<file path="src/rtl/z80_bus_responder_pkg.sv">
// Shared definitions for the Z80 bus responder: FSM states, cycle-type codes, defaults.
package z80_bus_responder_pkg;

   // Responder FSM states
   typedef enum logic [1:0] {
      ST_IDLE = 2'd0,
      ST_REQ  = 2'd1,
      ST_HOLD = 2'd2
   } state_e;

   // Decoded CPU bus cycle type
   typedef enum logic [1:0] {
      CYC_NONE   = 2'd0,
      CYC_MEM    = 2'd1,
      CYC_IO     = 2'd2,
      CYC_INTACK = 2'd3
   } cycle_e;

   localparam logic [7:0]  IDLE_DATA_DEF = 8'hFF;
   localparam int unsigned TIMEOUT_DEF   = 255;

endpackage

</file>
<file path="src/rtl/z80_cycle_decode.sv">
// Classifies the CPU strobes into memory / I/O / INTACK cycles and edge-detects cycle starts.
module z80_cycle_decode
   import z80_bus_responder_pkg::*;
(
   input  logic clk,
   input  logic reset,
   input  logic mreq_n,
   input  logic iorq_n,
   input  logic rd_n,
   input  logic wr_n,
   input  logic m1_n,
   input  logic rfsh_n,
   output logic mem_cycle,
   output logic io_cycle,
   output logic intack,
   output logic start
);

   cycle_e cyc;
   logic   active;
   logic   active_q;

   // Strobe decode; refresh cycles and INTACK never count as a backend cycle
   always_comb begin
      cyc = CYC_NONE;
      if (!iorq_n && !m1_n) begin
         cyc = CYC_INTACK;
      end else if (!iorq_n && m1_n && (!rd_n || !wr_n)) begin
         cyc = CYC_IO;
      end else if (!mreq_n && rfsh_n && (!rd_n || !wr_n)) begin
         cyc = CYC_MEM;
      end
   end

   assign mem_cycle = (cyc == CYC_MEM);
   assign io_cycle  = (cyc == CYC_IO);
   assign intack    = (cyc == CYC_INTACK);
   assign active    = mem_cycle || io_cycle;
   assign start     = active && !active_q;

   // Previous-clk copy of the decoded condition for edge detection
   always_ff @(posedge clk) begin
      if (reset) begin
         active_q <= 1'b0;
      end else begin
         active_q <= active;
      end
   end

endmodule

</file>
<file path="src/rtl/z80_bus_responder.sv">
// Bridges Z80 memory/I/O bus cycles to a req/ack backend, stretching the CPU with WAIT.
module z80_bus_responder
   import z80_bus_responder_pkg::*;
#(
   parameter int unsigned TIMEOUT   = TIMEOUT_DEF,
   parameter logic [7:0]  IDLE_DATA = IDLE_DATA_DEF
) (
   input  logic        clk,
   input  logic        reset,
   input  logic        mreq_n,
   input  logic        iorq_n,
   input  logic        rd_n,
   input  logic        wr_n,
   input  logic        m1_n,
   input  logic        rfsh_n,
   input  logic [15:0] a,
   input  logic [7:0]  cpu_dout,
   output logic [7:0]  cpu_di,
   output logic        wait_n,
   output logic        int_n,
   input  logic        irq,
   input  logic [7:0]  irq_vector,
   output logic        bus_req,
   output logic        bus_we,
   output logic        bus_io,
   output logic [15:0] bus_addr,
   output logic [7:0]  bus_wdata,
   input  logic        bus_ack,
   input  logic [7:0]  bus_rdata,
   output logic        err
);

   localparam int unsigned CNT_W = ($clog2(TIMEOUT + 1) < 1) ? 1 : $clog2(TIMEOUT + 1);
   localparam logic [CNT_W-1:0] CNT_LAST = CNT_W'(TIMEOUT - 1);

   state_e           state_q;
   logic [CNT_W-1:0] cnt_q;
   logic [7:0]       rd_q;
   logic             bus_req_q;
   logic             bus_we_q;
   logic             bus_io_q;
   logic [15:0]      bus_addr_q;
   logic [7:0]       bus_wdata_q;
   logic             err_q;
   logic             int_n_q;

   logic mem_cycle;
   logic io_cycle;
   logic intack;
   logic start;
   logic active;

   z80_cycle_decode u_decode (
      .clk       (clk),
      .reset     (reset),
      .mreq_n    (mreq_n),
      .iorq_n    (iorq_n),
      .rd_n      (rd_n),
      .wr_n      (wr_n),
      .m1_n      (m1_n),
      .rfsh_n    (rfsh_n),
      .mem_cycle (mem_cycle),
      .io_cycle  (io_cycle),
      .intack    (intack),
      .start     (start)
   );

   assign active = mem_cycle || io_cycle;

   // Request FSM: latch the CPU cycle, wait for ack or timeout, hold until strobes drop
   always_ff @(posedge clk) begin
      if (reset) begin
         state_q     <= ST_IDLE;
         cnt_q       <= '0;
         rd_q        <= IDLE_DATA;
         bus_req_q   <= 1'b0;
         bus_we_q    <= 1'b0;
         bus_io_q    <= 1'b0;
         bus_addr_q  <= '0;
         bus_wdata_q <= '0;
         err_q       <= 1'b0;
      end else begin
         err_q <= 1'b0;
         case (state_q)
            ST_IDLE: begin
               if (start) begin
                  state_q     <= ST_REQ;
                  bus_req_q   <= 1'b1;
                  bus_addr_q  <= a;
                  bus_we_q    <= !wr_n;
                  bus_io_q    <= !iorq_n;
                  bus_wdata_q <= cpu_dout;
                  cnt_q       <= '0;
               end
            end
            ST_REQ: begin
               if (!active) begin
                  // CPU abandoned the cycle: silent abort
                  state_q   <= ST_IDLE;
                  bus_req_q <= 1'b0;
               end else if (bus_ack) begin
                  // Ack takes priority over a coincident timeout
                  state_q   <= ST_HOLD;
                  bus_req_q <= 1'b0;
                  if (!bus_we_q) begin
                     rd_q <= bus_rdata;
                  end
               end else if (cnt_q == CNT_LAST) begin
                  state_q   <= ST_HOLD;
                  bus_req_q <= 1'b0;
                  rd_q      <= IDLE_DATA;
                  err_q     <= 1'b1;
               end else begin
                  cnt_q <= cnt_q + CNT_W'(1);
               end
            end
            ST_HOLD: begin
               if (!active) begin
                  state_q <= ST_IDLE;
               end
            end
            default: begin
               state_q   <= ST_IDLE;
               bus_req_q <= 1'b0;
            end
         endcase
      end
   end

   // Interrupt line follows irq one clk later
   always_ff @(posedge clk) begin
      if (reset) begin
         int_n_q <= 1'b1;
      end else begin
         int_n_q <= !irq;
      end
   end

   // WAIT must assert in the same T-state as the strobes, so it is decoded combinationally
   always_comb begin
      wait_n = 1'b1;
      if (state_q == ST_REQ || (state_q == ST_IDLE && start)) begin
         wait_n = 1'b0;
      end
   end

   // CPU read data mux: INTACK vector, held backend data, otherwise idle pattern
   always_comb begin
      cpu_di = IDLE_DATA;
      if (intack) begin
         cpu_di = irq_vector;
      end else if (state_q == ST_HOLD && !rd_n) begin
         cpu_di = rd_q;
      end
   end

   assign bus_req   = bus_req_q;
   assign bus_we    = bus_we_q;
   assign bus_io    = bus_io_q;
   assign bus_addr  = bus_addr_q;
   assign bus_wdata = bus_wdata_q;
   assign err       = err_q;
   assign int_n     = int_n_q;

endmodule

</file>
<file path="config.mk">
export PLATFORM = sky130hd
export DESIGN_NAME = z80_bus_responder
export DESIGN_NICKNAME = d
export VERILOG_FILES = /design/src/rtl/z80_bus_responder_pkg.sv /design/src/rtl/z80_cycle_decode.sv /design/src/rtl/z80_bus_responder.sv
export SDC_FILE = /design/constraint.sdc
export NUM_CORES = 1
export LEC_CHECK = 0
export CAP_MARGIN = 20
export CELL_PAD_IN_SITES_DETAIL_PLACEMENT = 1
export CELL_PAD_IN_SITES_GLOBAL_PLACEMENT = 1
export CORE_ASPECT_RATIO = 1.4
export CORE_MARGIN = 1
export CORE_UTILIZATION = 32
export DETAILED_ROUTE_END_ITERATION = 8
export PLACE_DENSITY_LB_ADDON = 0.1
export SYNTH_ARGS = -nofsm -noshare
export SYNTH_HDL_FRONTEND = slang
export SYNTH_SLANG_ARGS = --single-unit
</file>
<file path="constraint.sdc">
create_clock -name clk -period 5.12 [get_ports clk]
set_input_delay 1.024 -clock clk [delete_from_list [all_inputs] [get_ports clk]]
set_output_delay 1.024 -clock clk [all_outputs]
set_load 0.02 [all_outputs]
</file>
==> summary.txt <==
Run status
  – Status: finished, final reports clean

Finish
  – Fill count: ~760
  – P&R area growth vs syn: 49.3%
  – Util after Layout: 0.493
  – Nets: roughly 380
  – ANT cells: 0
  – Layout cell share with drive strength beyond 1: 0.0520
  – Cell area after layout: 3060 µm²

Clock tree
  – Clock tree sinks: 48
  – Root buf cell: clkbuf_8
  – CTS Buffer Depth: 2
  – Post-CTS setup buffers: 0
  – Clk pin slew, worst setup/hold paths: 0.08 ns
  – H-tree depth: 2
  – CTS Hold Bufs: 0
  – CTS tree: yes
  – Number of CTS-inserted buffers: 5
  – Clock Latency Late Sink: roughly 0.30 ns
  – Post-CTS Resized: 0

Setup path
  – Crit path launch: iorq_n
  – Critical path class: in2out
  – CP required: about 4 ns
  – Critical Path AT: around 3.2 ns
  – Worst Setup Start Kind: input pin
  – Maximum fanout along the worst path: 9
  – Worst reg2reg path startpoint: state_q[0]
  – Endpoint class of the critical path: output port

Floorplan
  – Core area: 6210 µm²
  – Die Ht: a little under 100 µm
  – Die X: between 60 and 70 µm
  – Rows: 34
  – Starting Density: 0.330
  – Die area: between 6000 and 7000 µm²
  – I/O pin cnt: between 80 and 90

Route
  – Remaining antenna violation count: 0
  – Vias/cell: 5.17
  – Detailed Routing Iterations Pass 1: 6
  – Routed wire length: around 5800 µm
  – Vias: slightly above 2000
  – Initial drt markers: 32
  – WL/cell: approximately 14 µm
  – DRC viols: 0

Synth
  – Synth warnings: 0
  – Most common cell in the netlist: nand2_1
  – Top cells by area, synth: dfxtp_1 (47%), nand2_1 (9.3%), a21oi_1 (7.6%)
  – Asr flop ratio synth: 0
  – Syn Inst Count: between 200 and 250
  – Top_reg_cell synth: dfxtp_1
  – Yosys cell types: 38
  – Area share of the largest cell type after synthesis: 0.469
  – Yosys top cell by area: dfxtp_1
  – Seq/Total Area, Yosys: 0.469
  – Avg Cell Area, Syn: 8.37 µm²
  – Synth top cells by count: nand2_1 (51), dfxtp_1 (48), a21oi_1 (31)
  – Synth Register Bits: 48
  – Syn nets: ~300
  – Number of synthesized flops with an enable pin: 0
  – Syn Std Cell Area: slightly above 2000 µm²

Place
  – RePlAce Congestion: between 0.7 and 0.8
  – Placed Area: 2960 µm²
  – Port bufs: 87
  – Hpwl dp: ~4200 µm

Global routing
  – Largest net degree at the start of global routing: 30
  – Initial antenna violation count: 0
  – First-pass GRT wire length: roughly 9500 µm
  – Vias in the first global route: about 2100
  – Grt total ovfl: 0
  – GRT Total Usage: 0.175

Pwr
  – VDD IR max: roughly 0.12 mV
  – Pleak: 1.10 nW
  – Final Power: 815 µW
  – Power Density: 266 nW/µm²

STA
  – Unrepaired setup endpoints after global routing: no
  – Final hold vios: 0
  – Fin crit share: 0.819
  – Fmax: between 0.2 and 0.25 GHz
  – Final critical-path required period: 4.19 ns
  – Clock skew: ~0.0073 ns
  – Final setup violation count: 0
  – Slew Viols, Final: 0
  – Max-Slew Margin vs Limit: 0.369
  – Setup tns final: 0 ns
  – Least-Margin Pin Slew: 0.940 ns

Hold path
  – Min-delay src: bus_addr[6]
  – Hold Crit Class: reg2reg

Job
  – Max_cap viols: 0
## report_power, final
| part | switching (mW) | leakage [nW] | total [mW] | internal (mW) |
|---|---|---|---|---|
| sequential | 0.0101 | 0.391 | 0.400 | 0.390 |
| clock | 0.127 | 0.0503 | 0.248 | 0.121 |
| combinational | 0.0808 | 0.657 | 0.167 | 0.0858 |
| total | 0.218 | 1.10 | 0.815 | 0.597 |
## worst max-delay path, stage by stage
cell,delay [ns]
clkdlybuf4s50_1,0.55
or2_2,0.46
nand3_1,0.33
o22a_1,0.21
clkdlybuf4s50_1,0.60
## metal layers
layer | GRT usage | wire, µm | share of wire | vias up
li1 | - | - | - | 1022
met1 | 0.197 | 2430 | 0.42 | 969
met4 | 0.0554 | 74 | 0.013 | 0
met3 | 0.0521 | 387 | 0.067 | 6
met2 | 0.312 | 2880 | 0.50 | 66
met5 | 0 | 0 | 0 | -
## cells in the final DEF (no fill, tap or decap), types with 2 or more instances in the layout
| cell | instances |
|---|---|
| nand2_1 | 51 |
| nand2b_1 | 4 |
| nand4_1 | 2 |
| nor2_1 | 15 |
| a211oi_1 | 5 |
| nor3_1 | 12 |
| or4_1 | 3 |
| dfxtp_1 | 48 |
| or2_2 | 4 |
| buf_4 | 3 |
| mux2i_1 | 9 |
| o21ai_0 | 3 |
| a21oi_1 | 31 |
| o22a_1 | 8 |
| nor4b_1 | 2 |
| ha_1 | 2 |
| nor2b_1 | 2 |
| clkbuf_8 | 7 |
| o22ai_1 | 2 |
| clkdlybuf4s50_1 | 86 |
| nand3_1 | 6 |
| inv_1 | 2 |
| o31ai_1 | 3 |
## cell families after synthesis
| family | share of synthesized area |
|---|---|
| buf+inv | 0.0366 |
| xor+xnor | 0.00427 |
| fa+ha+maj | 0.0122 |
| simple gates | 0.241 |
| compound gates | 0.193 |
| flops | 0.469 |
| mux | 0.0440 |
## layout make-up
type,instances,area [µm²],share of cell area
Timing Repair Buffer,90,888,0.290
Multi-Input combinational cell,179,1010,0.331
Tap cell,72,90.1,0.0294
Sequential cell,48,961,0.314
Clock buffer,7,96.3,0.0315
Inverter,3,11.3,0.00368
## per-stage QoR
step,instances,worst slack (ns),hold slack (ns)
floorplan,245,1.90,0.452
global placement,392,0.982,0.442
detailed placement,392,0.923,0.449
CTS,399,0.915,0.459
global route,399,0.838,0.478
finish,399,0.927,0.455
## final timing paths
path / cells past startpoint / end / slack (ns)
max: 5 / cpu_di[7] / 0.93
min: 2 / bus_addr[6] / 0.46
max reg2reg: 4 / bus_req / 2.91
min reg2reg: 2 / bus_addr[6] / 0.46
## state kept, by name, summed over array words and instances, names as in the netlist
register           cells
bus_addr              16
bus_wdata              8
cnt_q                  8
rd_q                   8
state_q                2
bus_io                 1
bus_req                1
bus_we                 1
err                    1
int_n                  1
u_decode.active_q      1
(Power assumes the default switching activity.)
